--- config.mk ---
export PLATFORM = sky130hd
export DESIGN_NAME = period_generator
export DESIGN_NICKNAME = d
export VERILOG_FILES = /design/src/rtl/period_generator.sv
export SDC_FILE = /design/constraint.sdc
export NUM_CORES = 1
export LEC_CHECK = 0
export CAP_MARGIN = 20
export CORE_ASPECT_RATIO = 0.9
export CORE_MARGIN = 1
export CORE_UTILIZATION = 45
export CTS_CLUSTER_SIZE = 16
export DETAILED_ROUTE_END_ITERATION = 6
export SYNTH_ARGS = -nofsm -noshare
export SYNTH_HDL_FRONTEND = slang
export SYNTH_SLANG_ARGS = --single-unit
--- constraint.sdc ---
create_clock -name clk -period 3.5 [get_ports clk]
set_input_delay 0.35 -clock clk [delete_from_list [all_inputs] [get_ports clk]]
set_output_delay 0.35 -clock clk [all_outputs]
set_load 0.05 [all_outputs]
--- src/rtl/period_generator.sv ---
// Programmable square-wave burst generator timed from an internal 1 ms tick.
// Define PERIOD_GEN_DUTY_EN to add the `hi` port for a programmable high time.
module period_generator #(
  parameter int CLK_MS_COUNT = 100000
) (
  input  logic       clk,
  input  logic       reset,
  input  logic       start,
  input  logic [9:0] prd,
  input  logic [7:0] num,
`ifdef PERIOD_GEN_DUTY_EN
  input  logic [9:0] hi,
`endif
  output logic       so,
  output logic       ready,
  output logic       done_tick
);

  localparam int TW = (CLK_MS_COUNT > 1) ? $clog2(CLK_MS_COUNT) : 1;
  localparam logic [TW-1:0] TICK_LAST = TW'(CLK_MS_COUNT - 1);

  localparam logic [1:0] S_IDLE = 2'd0;
  localparam logic [1:0] S_HIGH = 2'd1;
  localparam logic [1:0] S_LOW  = 2'd2;
  localparam logic [1:0] S_DONE = 2'd3;

  logic [1:0]    state, state_nxt;
  logic [TW-1:0] tick_cnt;
  logic [9:0]    ms_cnt;
  logic [7:0]    prd_cnt;
  logic [9:0]    prd_q;
  logic [7:0]    num_q;
`ifdef PERIOD_GEN_DUTY_EN
  logic [9:0]    hi_q;
`endif

  logic [9:0] h_len, l_len;
  logic       req_ok;
  logic       tick_wrap;
  logic [9:0] ms_inc;
  logic [7:0] prd_inc;
  logic       h_hit, l_hit;

  // Phase lengths come from latched values only, so input changes mid-burst are harmless.
`ifdef PERIOD_GEN_DUTY_EN
  assign h_len  = hi_q;
  assign l_len  = prd_q - hi_q;
  assign req_ok = (num != 8'd0) && (prd >= 10'd2) && (hi != 10'd0) && (hi < prd);
`else
  assign h_len  = prd_q - (prd_q >> 1);
  assign l_len  = prd_q >> 1;
  assign req_ok = (num != 8'd0) && (prd >= 10'd2);
`endif

  assign tick_wrap = (tick_cnt == TICK_LAST);
  assign ms_inc    = ms_cnt + 10'd1;
  assign prd_inc   = prd_cnt + 8'd1;
  assign h_hit     = tick_wrap && (ms_inc == h_len);
  assign l_hit     = tick_wrap && (ms_inc == l_len);

  always_comb begin
    // NOTE: default first so every path assigns state_nxt and no latch is inferred.
    state_nxt = state;
    case (state)
      S_IDLE: if (start) state_nxt = req_ok ? S_HIGH : S_DONE;
      S_HIGH: if (h_hit) state_nxt = S_LOW;
      S_LOW:  if (l_hit) state_nxt = (prd_inc == num_q) ? S_DONE : S_HIGH;
      S_DONE: state_nxt = S_IDLE;
      default: state_nxt = S_IDLE;
    endcase
  end

  // Outputs are registered from the next state, so each changes at most once per cycle.
  always_ff @(posedge clk) begin
    // NOTE: non-blocking assignments keep every register sampling pre-edge values.
    if (reset) begin
      // NOTE: latched request registers are reset too; they are few and it keeps state deterministic.
      state     <= S_IDLE;
      so        <= 1'b0;
      ready     <= 1'b1;
      done_tick <= 1'b0;
      tick_cnt  <= '0;
      ms_cnt    <= '0;
      prd_cnt   <= '0;
      prd_q     <= '0;
      num_q     <= '0;
`ifdef PERIOD_GEN_DUTY_EN
      hi_q      <= '0;
`endif
    end else begin
      state     <= state_nxt;
      so        <= (state_nxt == S_HIGH);
      ready     <= (state_nxt == S_IDLE);
      done_tick <= (state_nxt == S_DONE);

      case (state)
        S_IDLE: begin
          tick_cnt <= '0;
          ms_cnt   <= '0;
          prd_cnt  <= '0;
          if (start) begin
            prd_q <= prd;
            num_q <= num;
`ifdef PERIOD_GEN_DUTY_EN
            hi_q  <= hi;
`endif
          end
        end
        S_HIGH: begin
          tick_cnt <= tick_wrap ? '0 : tick_cnt + TW'(1);
          if (tick_wrap) ms_cnt <= h_hit ? 10'd0 : ms_inc;
        end
        S_LOW: begin
          tick_cnt <= tick_wrap ? '0 : tick_cnt + TW'(1);
          if (tick_wrap) ms_cnt <= l_hit ? 10'd0 : ms_inc;
          if (l_hit) prd_cnt <= prd_inc;
        end
        default: begin
          tick_cnt <= '0;
          ms_cnt   <= '0;
          prd_cnt  <= '0;
        end
      endcase
    end
  end

endmodule

# ---- Yosys cells after proc, flatten, opt, wreduce, memory -nomap -nowiden
# Index checks and enable logic that the tools add are counted.
dict set report totals {
  regBits 58
  inputBits 21
  output_inout_bits 3
  elab_cells 52
}
dict set report op_classes {
  addsub 4
  magnitude_cmp 1
  eq_ne 12
  muxes 13
  bitwise 2
  n_reduce_logical 11
}
# operator n
set op_table {}
lappend op_table {{2-to-1 mux 10 bit} 4}
lappend op_table {{case mux 10 bit (2 select lines)} 1}
lappend op_table {{adder 17 x 1 -> 17 bit, second input constant} 1}
lappend op_table {{== test 17 bit, second input constant} 1}
lappend op_table {{case mux 8 bit (2 select lines)} 1}
lappend op_table {{adder 10 x 1 -> 10 bit, second input constant} 1}
lappend op_table {{== test 10 bit} 1}
lappend op_table {{== test 10 x 9 -> 1 bit} 1}
lappend op_table {{>= comparator 10 x 2 -> 1 bit, second input constant} 1}
lappend op_table {{2-to-1 mux 2 bit} 5}
lappend op_table {{subtractor 10 x 9 -> 10 bit} 1}
lappend op_table {{adder 8 x 1 -> 8 bit, second input constant} 1}
lappend op_table {{== test 8 bit} 1}
lappend op_table {{2-to-1 mux 8 bit} 1}
lappend op_table {{case mux 2 bit (4 select lines)} 1}
lappend op_table {{nonzero test 8 bit} 1}
lappend op_table {{== test 2 bit, second input constant} 3}
lappend op_table {{!= test 2 bit, second input constant} 3}
lappend op_table {{AND reduction 2 bit} 3}
lappend op_table {{== test 2 x 1 -> 1 bit, second input constant} 2}
lappend op_table {{zero test 2 bit} 2}
lappend op_table {{logical AND 1 bit} 3}
lappend op_table {{OR reduction 3 bit} 1}
lappend op_table {{inverter 1 bit} 2}
lappend op_table {{OR reduction 2 bit} 1}

# ---- Depth between registers and ports, before layout
dict set report depth {
  depth_word 6
  ltp_mapped 12
  ltp_nobuf 11
}

# ---- Worst setup path after synthesis
# OpenSTA, ideal clock, no wires.
dict set report synth_path {
  path_kind {register -> register}
  startpoint {reg prd_q[0]}
  endpoint {reg ready}
  t_arrival_ps 2855
  slack_ps 529
  stages_incl_launch_ff 12
  period_less_slack_ps 2971
  path_cell_list {dfxtp_1 inv_1 ha_1 fa_1 nand2b_1 a21boi_0 nor3_1 nand4b_1 or3b_1 or4_4 a221o_1 o22a_1}
}
dict set report synth_between {
  elab_chain_len 6
}
# item line
set synth_rtl {}
lappend synth_rtl {{start: declaration} 31} ;# logic [9:0] prd_q;
lappend synth_rtl {{start signal: assignment} 102} ;# prd_q <= prd;
lappend synth_rtl {{subtractor 10 x 9 -> 10 bit} 50} ;# assign h_len = prd_q - (prd_q >> 1);
lappend synth_rtl {{== test 10 bit} 58} ;# assign h_hit = tick_wrap && (ms_inc == h_len);
lappend synth_rtl {{logical AND 1 bit} 58}
lappend synth_rtl {{2-to-1 mux 2 bit} 66} ;# S_HIGH: if (h_hit) state_nxt = S_LOW;
lappend synth_rtl {{case mux 2 bit (4 select lines)} 64} ;# case (state)
lappend synth_rtl {{zero test 2 bit} 93} ;# ready <= (state_nxt == S_IDLE);
lappend synth_rtl {{end signal: assignment} 93}
lappend synth_rtl {{end: declaration} 15} ;# output logic ready,
# No other way between the ends.
# A chain may end at the register's enable or synchronous reset.

# ---- Final worst setup path
# Ends and elaborated chain as after synthesis.

==> results.ini <==
[run_status]
status=complete, no violations

[route]
ant_nets=0
via_per_inst=5.54
highest_layer=met4
wl_met2_um=3870
routed_wl_um=8900
wl_met1_um=4580
drtIter0Drc=160
vias=3371
wire_per_inst_um=14.6
drtPass1Iterations=4
wl_met3_um=293
drc=0

[timing]
fin_crit_ns=3.30
fin_skew_ns=0.00922
setup_viol=0
worst_pin_slew_ns=0.806
finalSetupTns_ns=0
worst_slack_ns=0.197
period_share_pct=94.4
finalHoldViolCount=0
fmax_mhz=303
grt_setup_unrepaired=false
relSlewSlack_pct=45.7
slew_viol_final=0

[clock_tree]
htreeDepth=3
cts_buffers=9
cts.path.max_buffers=2
clock_sinks=58
clk_latency_ns=0.33
clk_pin_slew_worst_paths_ns=0.07
cts_tree=done
cts_root_buf=clkbuf_8

[floorplanning]
fp.dieW_um=99.7
io_pins=24
start_util_pct=47.3
core.rowCount=31
die_h_um=90.0
die-area_mm2=0.00897
core_area_mm2=0.00818

[yosys]
synth_compound_area_share_pct=16.6
yosys.area_share.xor_xnor_pct=14.8
synth.area.top_cells=dfxtp_1, xnor2_1, ha_1
synth_area_leader_cell=dfxtp_1
synthSimpleGateAreaFrac_pct=27.0
yosysSeqAreaShare_pct=30.0
synth_area_mm2=0.00387
async_flop_share_pct=0
yosysMostFrequentCell=dfxtp_1
synthDistinctLibCells=60
yosysWarnings=0
avgSynthCellArea_um2=8.20
yosys_register_bits=58
synthMuxAreaShare_pct=0.259
synth_adder_area_share_pct=6.02
synth_edf_count=0
syn_nets=511
synth_commonest_cells=dfxtp_1, nand2_1, a21oi_1, nor2_1, inv_1
synth-main-ff-cell=dfxtp_1
synth_top_family_by_area=simple AND/OR/NAND/NOR gates
synth_top_area_share_pct=30.0
netlist_instances=472

[layout]
fin_nets=528
fill_cells=797
stdcell_count=609
area_growth_pct=14.2
layout-drive-gt1-share_pct=7.29
diodes=0

[place]
dp_slack_ns=0.219
dp_hpwl_um=6550
gp_congestion=0.876
io_buffers=23
placed_cells=593

[job]
max_cap_viol_count=0

[setup_path]
worstPathRequired_ns=3.72
cp-start-kind=flop
path_class=reg -> reg
setup.worst_path.end_class=flop
ff2ff_setup_slack_ns=0.20
path_max_fanout=13
cp_data_arrival_time_ns=3.53

[worst_hold_path]
holdCritPathClass=reg -> reg

[global_route]
grt_start_max_net_pins=48
grt_pass1_vias=3120
antenna_found_initial=0
grt_use_total_pct=20.8
gr-total-overflow=0
grt_pass1_wl_um=15100

[power_and_ir_drop]
max-vdd-ir-drop_uv=501
p_per_area_mw_per_mm2=629
leakagePower_nw=1.61
total_power_mw=2.78

[routing by layer]
| metal | up-vias | global-route usage [%] |
|---|---|---|
| li1 | 1724 | - |
| met1 | 1585 | 29.7 |
| met2 | 49 | 31.7 |
| met3 | 13 | 4.04 |
| met4 | 0 | 6.13 |
| met5 | - | 0 |
[cells in the final DEF, fill, tap and decap left out, types with 4 or more instances in the layout]
master	n
dfxtp_1	58
nand2_1	56
a21oi_1	40
nor2_1	31
inv_1	26
xnor2_1	25
clkdlybuf4s50_1	23
xor2_1	20
nand3_1	17
ha_1	17
o21ai_0	15
or3_1	14
nand4_1	10
clkbuf_8	10
and3_1	9
nor2b_1	8
xnor3_1	8
nor3_1	8
a31oi_1	7
a31o_2	7
o32ai_1	7
buf_4	7
nand3b_1	6
nor4_1	6
and4_1	5
nand4b_1	4
nand2b_1	4
[registers in the layout, indices dropped and copies added (netlist names)]
| signal | flops |
|---|---|
| done_tick | 1 |
| ms_cnt | 10 |
| num_q | 8 |
| prd_cnt | 8 |
| prd_q | 10 |
| ready | 1 |
| so | 1 |
| state | 2 |
| tick_cnt | 17 |
[power by group]
group / switching [mW] / internal, mW / leakage [nW] / total, mW
Clock: 0.277 / 0.418 / 0.109 / 0.696
Combinational: 0.736 / 0.551 / 1.03 / 1.29
Sequential: 0.0639 / 0.733 / 0.471 / 0.797
[worst max-delay path: stages (launching register included)]
cell and delay [ns]:
dfxtp_1 0.32, inv_1 0.06, ha_1 0.21, fa_1 0.40
xor2_1 0.18, xnor2_1 0.13, nor4_1 0.21, nand4b_1 0.14
or3b_1 0.38, or4_4 0.54, a221o_1 0.41, o22a_1 0.19
[path summary, 6_finish.rpt]
| path | start | to | cells past startpoint |
|---|---|---|---|
| hold / removal | prd_q[0] | prd_q[0] | 2 |
| hold reg to reg | prd_q[0] | prd_q[0] | 2 |
| setup / recovery | prd_q[0] | ready | 11 |
| setup reg to reg | prd_q[0] | ready | 11 |
[logic make-up after synthesis]
kind of cell	after synthesis
fa+ha+maj	18
buf+inv	50
compound gates	99
mux	1
xor+xnor	53
simple gates	193
flops	58
[metrics by stage]
stage                     util [%]  hold WS (ns)  instance area, um2
final                         54.0         0.458                4420
after global routing          54.0         0.495                4420
after CTS                     53.8         0.459                4410
after detailed placement      51.2         0.450                4190
after global placement        51.2         0.445                4190
after floorplan                  -         0.430                3870
[layout make-up]
| type | instances | area [um2] | share of cell area [%] |
|---|---|---|---|
| well taps | 115 | 144 | 3.26 |
| inverters | 26 | 97.6 | 2.21 |
| flip-flops and latches | 58 | 1160 | 26.3 |
| repair buffers | 30 | 283 | 6.40 |
| multi-input cells | 364 | 2510 | 56.9 |
| clock inverters | 5 | 77.6 | 1.76 |
| clock buffers | 11 | 141 | 3.20 |
[repair_timing]
action	in CTS	in global routing
gates resized for setup	0	1
hold buffers	0	0
setup endpoints to repair	0	1
setup buffers	0	0
Note: power is estimated with default switching activity, not from simulation.
